**src/rtl/spi_pkg.sv**
```systemverilog
// spi_pkg
//   Shared constants for the SPI peripheral slice: word size, bit-counter
//   width, idle fill byte and the IDLE/SHIFT state encoding.
//   No ports (package).
package spi_pkg;

    localparam int unsigned SPI_WORD_BITS = 8;
    localparam int unsigned BIT_CNT_W     = $clog2(SPI_WORD_BITS);

    localparam logic [SPI_WORD_BITS-1:0] TX_IDLE_BYTE = '0;

    localparam logic [0:0] ST_IDLE  = 1'b0;
    localparam logic [0:0] ST_SHIFT = 1'b1;

endpackage

```
**src/rtl/spi_sync_edge.sv**
```systemverilog
// spi_sync_edge
//   SYNC_STAGES-deep flop synchronizer for one asynchronous input, followed
//   by a rise/fall detector on the last two synchronized samples.
//   Edge pulses are registered, so a pin edge shows up as a one-cycle
//   pulse SYNC_STAGES + 1 cycles later; o_sync is aligned with the pulses.
// Ports:
//   i_clk    system clock
//   i_rst_n  synchronous active-low reset (chain loads RST_VAL)
//   i_async  asynchronous input
//   o_sync   synchronized level (same latency as the edge pulses)
//   o_rise   one-cycle rising-edge pulse
//   o_fall   one-cycle falling-edge pulse
module spi_sync_edge #(
    parameter int unsigned SYNC_STAGES = 2,
    parameter logic        RST_VAL     = 1'b0
) (
    input  logic i_clk,
    input  logic i_rst_n,
    input  logic i_async,
    output logic o_sync,
    output logic o_rise,
    output logic o_fall
);

    logic [SYNC_STAGES-1:0] sync_q;
    logic                   prev_q;

    always_ff @(posedge i_clk) begin
        if (!i_rst_n) begin
            sync_q <= {SYNC_STAGES{RST_VAL}};
            prev_q <= RST_VAL;
            o_rise <= 1'b0;
            o_fall <= 1'b0;
        end else begin
            sync_q <= {sync_q[SYNC_STAGES-2:0], i_async};
            prev_q <= sync_q[SYNC_STAGES-1];
            o_rise <= sync_q[SYNC_STAGES-1] & ~prev_q;
            o_fall <= ~sync_q[SYNC_STAGES-1] & prev_q;
        end
    end

    assign o_sync = prev_q;

endmodule

```
**src/rtl/spi_peripheral.sv**
```systemverilog
// spi_peripheral
//   SPI mode-0 (CPOL=0, CPHA=0) peripheral. SCLK/CS_n/MOSI are asynchronous
//   and oversampled on i_clk (f_i_clk >= 10 x f_sclk). 8-bit words, MSB
//   first in both directions; back-to-back words while CS_n stays low.
//   Optional feature macro: SPI_PERIPHERAL_OVERRUN_EN (sticky overrun flag);
//   when undefined o_overrun is tied low.
// Ports:
//   i_clk, i_rst_n          system clock, synchronous active-low reset
//   i_sclk, i_cs_n, i_mosi  SPI bus inputs (async)
//   o_miso, o_miso_oe       MISO data and output enable (high while selected)
//   i_tx_data, i_tx_valid   TX holding-register write
//   o_tx_ready              TX holding register empty
//   o_rx_data, o_rx_valid   last received byte, held until i_rx_ack
//   i_rx_ack                clears o_rx_valid
//   o_busy                  synchronized chip select active
//   o_overrun               sticky overrun flag
module spi_peripheral
    import spi_pkg::*;
#(
    parameter int unsigned SYNC_STAGES = 2
) (
    input  logic                     i_clk,
    input  logic                     i_rst_n,
    input  logic                     i_sclk,
    input  logic                     i_cs_n,
    input  logic                     i_mosi,
    output logic                     o_miso,
    output logic                     o_miso_oe,
    input  logic [SPI_WORD_BITS-1:0] i_tx_data,
    input  logic                     i_tx_valid,
    output logic                     o_tx_ready,
    output logic [SPI_WORD_BITS-1:0] o_rx_data,
    output logic                     o_rx_valid,
    input  logic                     i_rx_ack,
    output logic                     o_busy,
    output logic                     o_overrun
);

    localparam logic [BIT_CNT_W-1:0] LAST_BIT = BIT_CNT_W'(SPI_WORD_BITS - 1);
    localparam logic [BIT_CNT_W-1:0] CNT_ONE  = BIT_CNT_W'(1);

    logic sclk_rise, sclk_fall, unused_sclk_level;
    logic cs_level, cs_rise, cs_fall;

    logic [SYNC_STAGES-1:0]   mosi_sync_q;
    logic [0:0]               state_q;
    logic [BIT_CNT_W-1:0]     bit_cnt_q;
    logic [SPI_WORD_BITS-1:0] shift_tx_q;
    logic [SPI_WORD_BITS-1:0] shift_rx_q;
    logic [SPI_WORD_BITS-1:0] hold_q;
    logic                     hold_full_q;
    logic                     rst_done_q;

    logic                     mosi_s;
    logic                     start, stop, active, bit_rise, bit_fall;
    logic                     tx_write, tx_consume, word_done;
    logic [SPI_WORD_BITS-1:0] load_byte, rx_word;

    spi_sync_edge #(.SYNC_STAGES(SYNC_STAGES), .RST_VAL(1'b0)) u_sclk_sync (
        .i_clk   (i_clk),
        .i_rst_n (i_rst_n),
        .i_async (i_sclk),
        .o_sync  (unused_sclk_level),
        .o_rise  (sclk_rise),
        .o_fall  (sclk_fall)
    );

    // CS_n resets to its deasserted level so reset release cannot fake a
    // select edge while the bus is idle.
    spi_sync_edge #(.SYNC_STAGES(SYNC_STAGES), .RST_VAL(1'b1)) u_cs_sync (
        .i_clk   (i_clk),
        .i_rst_n (i_rst_n),
        .i_async (i_cs_n),
        .o_sync  (cs_level),
        .o_rise  (cs_rise),
        .o_fall  (cs_fall)
    );

    assign o_busy = ~cs_level;

    // o_tx_ready is held low through reset and rises one cycle after release.
    assign o_tx_ready = rst_done_q & ~hold_full_q;

    always_comb begin
        mosi_s     = mosi_sync_q[SYNC_STAGES-1];
        start      = (state_q == ST_IDLE) && cs_fall;
        stop       = (state_q == ST_SHIFT) && cs_rise;
        active     = (state_q == ST_SHIFT) && !cs_rise;
        bit_rise   = active && sclk_rise;
        bit_fall   = active && sclk_fall;
        tx_write   = i_tx_valid && o_tx_ready;
        tx_consume = start || (bit_fall && (bit_cnt_q == '0));
        word_done  = bit_rise && (bit_cnt_q == LAST_BIT);
        load_byte  = hold_full_q ? hold_q : TX_IDLE_BYTE;
        rx_word    = {shift_rx_q[SPI_WORD_BITS-2:0], mosi_s};
    end

    always_ff @(posedge i_clk) begin
        if (!i_rst_n) begin
            mosi_sync_q <= '0;
            state_q     <= ST_IDLE;
            bit_cnt_q   <= '0;
            shift_tx_q  <= '0;
            shift_rx_q  <= '0;
            hold_q      <= '0;
            hold_full_q <= 1'b0;
            rst_done_q  <= 1'b0;
            o_miso      <= 1'b0;
            o_miso_oe   <= 1'b0;
            o_rx_data   <= '0;
            o_rx_valid  <= 1'b0;
        end else begin
            rst_done_q  <= 1'b1;
            mosi_sync_q <= {mosi_sync_q[SYNC_STAGES-2:0], i_mosi};

            // A write can only happen while empty, so a same-cycle consume
            // takes the idle byte and the write lands afterwards.
            if (tx_consume) begin
                hold_full_q <= 1'b0;
            end
            if (tx_write) begin
                hold_q      <= i_tx_data;
                hold_full_q <= 1'b1;
            end

            if (start) begin
                state_q    <= ST_SHIFT;
                shift_tx_q <= load_byte;
                o_miso     <= load_byte[SPI_WORD_BITS-1];
                o_miso_oe  <= 1'b1;
                bit_cnt_q  <= '0;
            end else if (stop) begin
                state_q   <= ST_IDLE;
                o_miso    <= 1'b0;
                o_miso_oe <= 1'b0;
                bit_cnt_q <= '0;
            end else begin
                if (bit_rise) begin
                    shift_rx_q <= rx_word;
                    bit_cnt_q  <= word_done ? '0 : bit_cnt_q + CNT_ONE;
                end
                if (bit_fall) begin
                    if (bit_cnt_q == '0) begin
                        shift_tx_q <= load_byte;
                        o_miso     <= load_byte[SPI_WORD_BITS-1];
                    end else begin
                        shift_tx_q <= shift_tx_q << 1;
                        o_miso     <= shift_tx_q[SPI_WORD_BITS-2];
                    end
                end
            end

            // A completing word wins over a same-cycle ack.
            if (i_rx_ack) begin
                o_rx_valid <= 1'b0;
            end
            if (word_done) begin
                o_rx_data  <= rx_word;
                o_rx_valid <= 1'b1;
            end
        end
    end

`ifdef SPI_PERIPHERAL_OVERRUN_EN
    always_ff @(posedge i_clk) begin
        if (!i_rst_n) begin
            o_overrun <= 1'b0;
        end else if (word_done && o_rx_valid && !i_rx_ack) begin
            o_overrun <= 1'b1;
        end else if (i_rx_ack) begin
            o_overrun <= 1'b0;
        end
    end
`else
    assign o_overrun = 1'b0;
`endif

endmodule

```
**config.mk**
```make
export PLATFORM = sky130hd
export DESIGN_NAME = spi_peripheral
export DESIGN_NICKNAME = d
export VERILOG_FILES = /design/src/rtl/spi_pkg.sv /design/src/rtl/spi_sync_edge.sv /design/src/rtl/spi_peripheral.sv
export SDC_FILE = /design/constraint.sdc
export NUM_CORES = 1
export LEC_CHECK = 0
export BUFFER_PORTS_ARGS = -buffer_cell sky130_fd_sc_hd__buf_4
export CORE_ASPECT_RATIO = 0.6
export CORE_MARGIN = 10
export CORE_UTILIZATION = 27
export CTS_CLUSTER_DIAMETER = 60
export DETAILED_ROUTE_END_ITERATION = 6
export MAX_ROUTING_LAYER = met4
export PLACE_DENSITY = 0.46
export SLEW_MARGIN = 20
export SYNTH_ARGS = -nofsm -noshare
export SYNTH_HDL_FRONTEND = slang
export SYNTH_SLANG_ARGS = --single-unit
```
**constraint.sdc**
```tcl
create_clock -name i_clk -period 1.5 [get_ports i_clk]
set_clock_uncertainty 0.05 [all_clocks]
set_input_delay 0.225 -clock i_clk [delete_from_list [all_inputs] [get_ports i_clk]]
set_output_delay 0.225 -clock i_clk [all_outputs]
set_load 0.05 [all_outputs]
```
==> results.py, run 1 <==
metrics = {
    "setup_path": {
        "worst-path-buf-inv": 1,
        "slowest_delay_ns": 0.35,
        "critPathTopFamily": "compound AO/OA/AOI/OAI gates",
        "worst-endpoint-arrival_ns": 1.60,
        "cp_max_fo": 6,
        "cp.required_ns": 1.62,
        "worst_setup_path_start_kind": "flop",
        "path_cells": "inv_1, ha_1, nor2b_4, o21a_4, a221oi_1, nor2_1",
        "path_class": "reg2reg",
        "endpoint_kind": "flop",
        "cp_slowest_cell": "dfxtp_2",
    },
    "clocking": {
        "path_clk_slew_ns": 0.06,
        "cts_made_buffers": 5,
        "cts_sinks": 50,
        "htreeDepth": 2,
        "post-cts-setup-buffers": 0,
        "cts_hold_buf": 0,
        "clk_latency_ns": 0.29,
        "clk_path_buf_depth": 2,
        "cts_tree": "yes",
        "clock-root-buffer": "clkbuf_16",
    },
    "detailed_routing": {
        "drt_iter0_drc": 77,
        "firstDrtPassIters": 4,
        "routed_wl_um": 4210,
        "wl_per_cell_um": 13.0,
        "num_vias": 1434,
        "route.detailed.drc": 0,
        "post_drt_via_cell_ratio": 4.43,
        "ant_nets": 0,
    },
    "floorplan": {
        "start_util": 0.276,
        "die_y_um": 83.7,
        "num_rows": 23,
        "die_w_um": 126,
        "die-area_um2": 10600,
        "pin_count": 29,
        "core_area_um2": 6620,
    },
    "logic_synthesis": {
        "yosys.area.top_type_share": 0.548,
        "avgSynthCellArea_um2": 8.78,
        "synth-async-reset-ratio": 0,
        "netlist_instances": 208,
        "syn-cell-area_um2": 1830,
        "synth_edf_count": 0,
        "syn-num-nets": 226,
        "yosys.cell_count.top_type": "dfxtp_1",
        "synth-seq-area-share": 0.548,
        "ys_ff_latch": 50,
        "yosys-top-cells-count": "dfxtp_1, nand2_1, a21oi_1",
        "yosysWarnings": 0,
        "synthDistinctLibCells": 36,
        "synth_top_area_cell": "dfxtp_1",
        "synthTopCellsByArea": "dfxtp_1, nand2_1, a21oi_1",
        "ys.flop_type": "dfxtp_1",
    },
    "global_routing": {
        "grt_pass1_vias": 1465,
        "grt_usage": 0.0872,
        "antenna_found_initial": 0,
        "grt_first_pass_wirelength_um": 7360,
        "grt_max_degree": 27,
        "grt-ovfl-total": 0,
    },
    "flow_run": {
        "drv_cap": 0,
    },
    "final_layout": {
        "nets": 254,
        "fillers": 692,
        "drive_above_1_share": 0.228,
        "n_antenna_cell": 0,
        "area_growth_pct": 29.2,
        "final_util": 0.357,
    },
    "sta": {
        "min_period_over_period": 0.986,
        "finalSetupViolCount": 0,
        "slew_viol_final": 0,
        "min_period_ns": 1.48,
        "tns_ns": 0,
        "max_freq_mhz": 676,
        "finalHoldViolCount": 0,
        "rsz0062_at_grt": "true",
    },
    "run_status": {
        "status": "complete, no violations",
    },
    "hold_path": {
        "hp-class": "in2reg",
    },
    "placement": {
        "place.gp.congestion": 0.755,
        "portBuffers": 27,
        "dp_hpwl_um": 2960,
    },
    "pwr": {
        "leakage_nw": 0.932,
        "power.density_nw_per_um2": 1190,
        "peakVddDrop_uv": 438,
    },
}
-- cell usage in the layout (no fill, tap or decap), types with 2 or more instances in the layout --
cell and count:
a21oi_1 29, a221oi_2 4, and2_1 5, buf_4 29, clkbuf_16 5, dfxtp_1 47
dfxtp_2 3, ha_1 3, inv_1 4, nand2_1 47, nand2b_1 5, nand3_1 10
nand3b_1 2, nor2_1 6, nor2b_1 2, nor2b_4 2, o211ai_1 2, o21ai_0 5
o21ai_1 3
-- metal layers --
| layer | up-vias | part of all wire | GRT usage |
|---|---|---|---|
| met5 | - | 0 | - |
| met4 | 0 | 0.0059 | 0.0247 |
| met3 | 2 | 0.045 | 0.0349 |
| met2 | 23 | 0.38 | 0.109 |
| met1 | 649 | 0.57 | 0.122 |
| li1 | 760 | - | - |
-- metrics by stage --
stage	std cells	power (mW)	worst slack, ns	instance area, um2	hold WS (ns)
after floorplan	208	1.50	0.0959	1830	0.203
final	324	2.80	0.0205	2360	0.0709
after global routing	324	2.92	-0.0128	2360	0.0704
after detailed placement	316	1.56	-0.0973	2130	0.342
after global placement	316	1.56	-0.0382	2130	0.343
after CTS	324	2.83	-0.00536	2310	0.0675
-- cell type report --
class	instances	area [um2]	share of cell area
sequential	50	1000	0.426
clock inverter	2	37.5	0.0159
clock buffer	6	129	0.0546
multi-input combinational	143	813	0.344
tap	87	109	0.0461
timing repair buffer	31	249	0.105
inverter	5	18.8	0.00795
-- power by group --
| group | internal [mW] | leakage (nW) | total [mW] | switching [mW] |
|---|---|---|---|---|
| combinational | 0.0680 | 0.447 | 0.159 | 0.0914 |
| clock | 0.787 | 0.0771 | 1.26 | 0.471 |
| sequential | 1.36 | 0.408 | 1.38 | 0.0205 |
-- logic make-up (layout without fill, tap and decap cells) --
family,after synthesis,count (layout),share of synthesized area
and+or+nand+nor,87,87,0.223
buffers and inverters,15,44,0.0363
other,1,1,0.00205
DFF,50,50,0.548
AOI/OAI and AO/OA,52,52,0.170
adders and majority gates,3,3,0.0206
-- registers in the layout (all words and copies together) (netlist names) --
name,count
hold_full_q,1
shift_tx_q,7
hold_q,8
u_cs_sync.o_fall,1
u_cs_sync.sync_q,2
u_cs_sync.o_sync,1
mosi_sync_q,2
u_cs_sync.o_rise,1
bit_cnt_q,3
u_sclk_sync.o_sync,1
rst_done_q,1
u_sclk_sync.o_fall,1
u_sclk_sync.o_rise,1
state_q,1
o_rx_data,8
u_sclk_sync.sync_q,2
shift_rx_q,7
o_rx_valid,1
o_miso,1
-- path summary, 6_finish.rpt --
path                                     startpoint             endpoint  slack (ns)  cells past startpoint
worst max-delay path                   bit_cnt_q[0]        shift_tx_q[5]        0.02                      6
worst min-delay path                         i_cs_n  u_cs_sync.sync_q[0]        0.07                      2
worst max register to register         bit_cnt_q[0]        shift_tx_q[5]        0.02                      6
worst min register to register  u_cs_sync.sync_q[0]  u_cs_sync.sync_q[1]        0.36                      1
-- repair_timing --
item	CTS	global route
gates cloned	0	0
endpoints found under the setup margin	7	16
resized for setup	4	12
No activity file was read; power rests on OpenSTA's default activity.
==> run 2, diff against run 1 <==
--- a/config.mk
+++ b/config.mk
@@ -11,6 +11,7 @@
 export CORE_UTILIZATION = 27
 export CTS_CLUSTER_DIAMETER = 60
 export DETAILED_ROUTE_END_ITERATION = 6
+export GPL_TIMING_DRIVEN = 0
 export MAX_ROUTING_LAYER = met4
 export PLACE_DENSITY = 0.46
 export SLEW_MARGIN = 20
==> results.py, run 2 (synthesis results as in run 1) <==
metrics = {
    "run_status": {
        "status": "complete, no violations",
    },
    "setup_path": {
        "rr_worst_depth": 6,
        "r2r_slack_ns": 0.04,
        "worst-endpoint-arrival_ns": 1.59,
        "cp.required_ns": 1.63,
        "cp_max_fo": 6,
        "path_cells": "inv_1, ha_1, nor2b_4, o21a_4, a221oi_1, nor2_1",
        "path_class": "reg2reg",
        "slowest_delay_ns": 0.36,
        "r2r-start": "bit_cnt_q[0]",
        "worst_setup_path_start_kind": "flop",
        "r2r-end": "shift_tx_q[1]",
        "cp_slowest_cell": "dfxtp_2",
        "endpoint_kind": "flop",
    },
    "final_layout": {
        "reg_top3": "hold_q: 8 flops, o_rx_data: 8 flops",
        "final_common_cell": "dfxtp_1",
        "final_cell_count_no_fill": 333,
        "drive_above_1_share": 0.224,
        "n_antenna_cell": 0,
        "multi_input_area_um2": 801,
        "regArea_um2": 1000,
        "fillers": 727,
        "final_util": 0.357,
        "mostFrequentLayoutCells": "dfxtp_1, nand2_1, buf_4, a21oi_1, nand3_1",
        "nets": 263,
        "area_growth_pct": 29.3,
    },
    "placement": {
        "portBuffers": 26,
        "dp_hpwl_um": 3100,
        "dp_cells": 321,
        "place.gp.congestion": 0.732,
    },
    "global_routing": {
        "met1_usage": 0.117,
        "antenna_found_initial": 0,
        "grt-ovfl-total": 0,
        "gr-usage-met3": 0.0324,
        "grt_first_pass_wirelength_um": 7180,
        "grt_pass1_vias": 1437,
        "grt_usage": 0.0857,
        "grt_max_degree": 17,
        "use_met2": 0.109,
        "gr-max-usage-layer": "met1",
    },
    "floorplan": {
        "pin_count": 29,
        "die_y_um": 83.7,
        "start_util": 0.276,
        "die-area_um2": 10600,
        "die_w_um": 126,
        "core_area_um2": 6620,
        "num_rows": 23,
    },
    "flow_run": {
        "drv_cap": 0,
    },
    "clocking": {
        "path_clk_slew_ns": 0.07,
        "htreeDepth": 2,
        "clk_latency_ns": 0.29,
        "cts_made_buffers": 5,
        "cts_tree": "yes",
        "cts_sinks": 50,
        "clock-root-buffer": "clkbuf_16",
        "clk_path_buf_depth": 2,
    },
    "detailed_routing": {
        "post_drt_via_cell_ratio": 4.45,
        "route.detailed.drc": 0,
        "ant_nets": 0,
        "routed_wl_um": 4310,
        "drt_iter0_drc": 73,
        "wl_per_cell_um": 13.0,
        "firstDrtPassIters": 4,
        "num_vias": 1482,
    },
    "pwr": {
        "p_switching_mw": 0.618,
        "power.internal_mw": 2.06,
        "p_clk_frac": 0.423,
        "peakVddDrop_uv": 394,
        "combPwrFrac": 0.063,
        "power.density_nw_per_um2": 1130,
        "swShare": 0.231,
        "leakage_nw": 0.942,
        "p_seq_frac": 0.515,
    },
    "sta": {
        "finalHoldViolCount": 0,
        "rsz0062_at_grt": "true",
        "finalSetupViolCount": 0,
        "max_freq_mhz": 684,
        "min_period_over_period": 0.975,
        "slew_viol_final": 0,
        "min_period_ns": 1.46,
        "tns_ns": 0,
    },
    "hold_path": {
        "min-delay-start": "i_cs_n",
        "whs_endpoint": "u_cs_sync.sync_q[0]",
        "hold_depth": 2,
        "hp-class": "in2reg",
    },
}
[run 2: cell types whose count changed in the layout (fill, tap and decap cells not counted), sizes merged]
cell / previous run / this run
buf: 31 / 35
bufinv: 1 / 0
inv: 5 / 6
clkinvlp: 1 / 0
clkinv: 0 / 1
dlygate4sd3: 0 / 1
clkbuf: 6 / 10
[run 2: worst max-delay path by stage]
stage	start	endpoint	slack, ns	cells after the start
CTS	bit_cnt_q[0]	shift_tx_q[3]	-0.01	6
floorplan	bit_cnt_q[0]	shift_tx_q[1]	0.1	6
global placement	bit_cnt_q[0]	shift_tx_q[4]	-0.13	6
detailed placement	bit_cnt_q[0]	shift_tx_q[2]	-0.14	6
global route	u_cs_sync.o_fall	shift_tx_q[1]	-0.02	4
finish	bit_cnt_q[0]	shift_tx_q[1]	0.04	6
[run 2: final cells by class]
type | count | area share
well taps | 87 | 0.0461
multi-input cells | 143 | 0.339
clock buffers | 6 | 0.0546
flip-flops and latches | 50 | 0.425
plain buffers | 10 | 0.0222
inverters | 5 | 0.00794
clock inverters | 2 | 0.00742
repair buffers | 30 | 0.0980
[run 2: critical path, delay by kind of cell (launching register included)]
family                     cells  cell delay [ns]
AOI/OAI and AO/OA              2             0.49
adders and majority gates      1             0.18
buffers and inverters          1             0.05
DFF                            1             0.36
and+or+nand+nor                2             0.23
[run 2: metrics by stage]
stage / hold slack (ns) / area [um2] / power (mW) / setup slack [ns]
5_1_grt: 0.0691 / 2360 / 2.80 / -0.0160
6_report: 0.0653 / 2360 / 2.68 / 0.0380
2_1_floorplan: 0.203 / 1830 / 1.50 / 0.0959
3_5_place_dp: 0.292 / 2130 / 1.56 / -0.141
3_3_place_gp: 0.292 / 2130 / 1.56 / -0.131
4_1_cts: 0.0548 / 2310 / 2.72 / -0.00987
[run 2: per-layer routing]
layer,share of wire,up-vias
met5,0,-
met4,0.0056,0
met3,0.039,4
met2,0.39,24
met1,0.56,675
li1,-,779
[run 2: timing repair]
item,in CTS,in global routing
setup endpoints to repair,9,17
hold buffers,1,0
hold endpoints to repair,1,0
cloned,0,0
setup buffers,0,3
gates resized for setup,6,8
[run 2: power groups by stage]
stage	combinational, mW	clock, mW	sequential, mW
after global routing	0.187	1.23	1.38
after global placement	0.149	0	1.41
after detailed placement	0.151	0	1.41
after CTS	0.157	1.18	1.38
after floorplan	0.0904	0	1.41
final	0.168	1.13	1.38
==> run 3, diff against run 2 <==
--- a/config.mk
+++ b/config.mk
@@ -8,12 +8,12 @@
 export BUFFER_PORTS_ARGS = -buffer_cell sky130_fd_sc_hd__buf_4
 export CORE_ASPECT_RATIO = 0.6
 export CORE_MARGIN = 10
-export CORE_UTILIZATION = 27
+export CORE_UTILIZATION = 49
 export CTS_CLUSTER_DIAMETER = 60
 export DETAILED_ROUTE_END_ITERATION = 6
 export GPL_TIMING_DRIVEN = 0
 export MAX_ROUTING_LAYER = met4
-export PLACE_DENSITY = 0.46
+export PLACE_DENSITY = 0.73
 export SLEW_MARGIN = 20
 export SYNTH_ARGS = -nofsm -noshare
 export SYNTH_HDL_FRONTEND = slang
==> constraint.sdc (replaced) <==
create_clock -name i_clk -period 1.6 [get_ports i_clk]
set_clock_uncertainty 0.05 [all_clocks]
set_input_delay 0.24 -clock i_clk [delete_from_list [all_inputs] [get_ports i_clk]]
set_output_delay 0.24 -clock i_clk [all_outputs]
set_load 0.05 [all_outputs]
==> results.py, run 3 (synthesis results as in run 1) <==
metrics = {
    "floorplan": {
        "start_util": 0.502,
        "pin_count": 29,
        "die_w_um": 98.8,
        "core_area_um2": 3640,
        "num_rows": 17,
        "die-area_um2": 6650,
        "die_y_um": 67.3,
    },
    "flow_run": {
        "drv_cap": 0,
    },
    "global_routing": {
        "grt_first_pass_wirelength_um": 6750,
        "antenna_found_initial": 0,
        "grt_pass1_vias": 1468,
        "grt-ovfl-total": 0,
        "grt_max_degree": 15,
        "grt_usage": 0.127,
    },
    "clocking": {
        "cts_made_buffers": 5,
        "path_clk_slew_ns": 0.08,
        "cts_tree": "yes",
        "cts_sinks": 50,
        "clock-root-buffer": "clkbuf_8",
        "htreeDepth": 2,
        "clk_path_buf_depth": 2,
        "clk_latency_ns": 0.30,
    },
    "sta": {
        "finalSetupViolCount": 0,
        "min_period_ns": 1.55,
        "hold_slack_ns": 0.0970,
        "max_freq_mhz": 646,
        "finalHoldViolCount": 0,
        "min_period_over_period": 0.968,
        "slew_viol_final": 0,
    },
    "pwr": {
        "power.internal_mw": 1.83,
        "swShare": 0.213,
        "p_seq_frac": 0.555,
        "peakVddDrop_uv": 631,
        "combPwrFrac": 0.062,
        "leakage_nw": 0.905,
        "p_switching_mw": 0.497,
        "power.density_nw_per_um2": 1040,
        "p_clk_frac": 0.383,
    },
    "detailed_routing": {
        "routed_wl_um": 3980,
        "drt_iter0_drc": 63,
        "wl_per_cell_um": 13.8,
        "post_drt_via_cell_ratio": 5.13,
        "ant_nets": 0,
        "num_vias": 1482,
        "route.detailed.drc": 0,
        "firstDrtPassIters": 4,
    },
    "setup_path": {
        "endpoint_kind": "flop",
        "slowest_delay_ns": 0.36,
        "cp_slowest_cell": "dfxtp_1",
        "worst_setup_path_start_kind": "flop",
        "cp.required_ns": 1.74,
        "cp_max_fo": 6,
        "path_class": "reg2reg",
        "path_cells": "inv_1, ha_1, nor2b_2, o21a_2, a221oi_1, nor2_1",
        "worst-endpoint-arrival_ns": 1.68,
    },
    "final_layout": {
        "area_growth_pct": 22.4,
        "final_common_cell": "dfxtp_1",
        "final_util": 0.615,
        "nets": 260,
        "final_area_um2": 2240,
        "mostFrequentLayoutCells": "dfxtp_1, nand2_1, a21oi_1, buf_4, nand3_1",
        "drive_above_1_share": 0.215,
        "final_cell_count_no_fill": 289,
        "n_antenna_cell": 0,
        "reg_top3": "hold_q: 8 flops, o_rx_data: 8 flops",
    },
    "placement": {
        "dp_hpwl_um": 2810,
        "place.gp.congestion": 0.824,
        "dp_cells": 281,
        "portBuffers": 26,
        "place_area_um2": 2080,
    },
    "run_status": {
        "status": "complete, no violations",
    },
    "hold_path": {
        "hp-class": "in2reg",
    },
}
run 3: changes by cell type in the layout (fill, tap and decap cells not counted), moves of 2 or more:
cell,before,now
clkbuf_16,5,0
clkbuf_8,0,6
buf_4,30,27
buf_2,3,5
run 3: worst paths after layout:
path / from / slack [ns] / to / depth (start not counted)
worst min-delay path: i_sclk / 0.1 / u_sclk_sync.sync_q[0] / 2
worst max-delay path: bit_cnt_q[1] / 0.05 / shift_tx_q[1] / 6
worst max register to register: bit_cnt_q[1] / 0.05 / shift_tx_q[1] / 6
worst min register to register: u_sclk_sync.o_sync / 0.35 / u_sclk_sync.o_rise / 1
run 3: power groups by stage:
stage               Sequential [mW]  Combinational (mW)  Clock (mW)
floorplan                      1.32              0.0848           0
global placement               1.32               0.135           0
detailed placement             1.32               0.138           0
CTS                            1.29               0.141       0.902
global route                   1.30               0.160       0.964
finish                         1.29               0.145       0.892
run 3: layer usage:
metal	GRT usage	wire length, um
met1	0.160	1980
met5	-	0
met4	0.0374	29
met2	0.189	1770
met3	0.0418	203
run 3: layout make-up:
| class | count | area, um2 |
|---|---|---|
| fillers | 341 | 1400 |
| multi-input cells | 143 | 791 |
| plain buffers | 10 | 47.5 |
| inverters | 5 | 18.8 |
| well taps | 47 | 58.8 |
| repair buffers | 27 | 205 |
| clock buffers | 6 | 82.6 |
| clock inverters | 1 | 30.0 |
| flip-flops and latches | 50 | 1000 |
run 3: stage by stage:
step / worst slack (ns) / total power [mW] / TNS [ns]
2_1_floorplan: 0.0293 / 1.40 / 0
3_3_place_gp: -0.0228 / 1.45 / -0.0310
3_5_place_dp: -0.0162 / 1.46 / -0.0308
4_1_cts: 0.0300 / 2.33 / 0
5_1_grt: -0.000907 / 2.42 / -0.00149
6_report: 0.0518 / 2.33 / 0
run 3: worst max-delay path: cells and delay by family (launching register included):
| family | cells | cell delay [ns] |
|---|---|---|
| and+or+nand+nor | 2 | 0.27 |
| adders and majority gates | 1 | 0.17 |
| buffers and inverters | 1 | 0.05 |
| AOI/OAI and AO/OA | 2 | 0.54 |
| DFF | 1 | 0.36 |
run 3: timing repair:
| action | CTS | global route |
|---|---|---|
| buffers inserted | 0 | 0 |
| resized for setup | 1 | 7 |
| hold endpoints to repair | 1 | 0 |
| hold buffers | 1 | 0 |
| endpoints found under the setup margin | 5 | 7 |
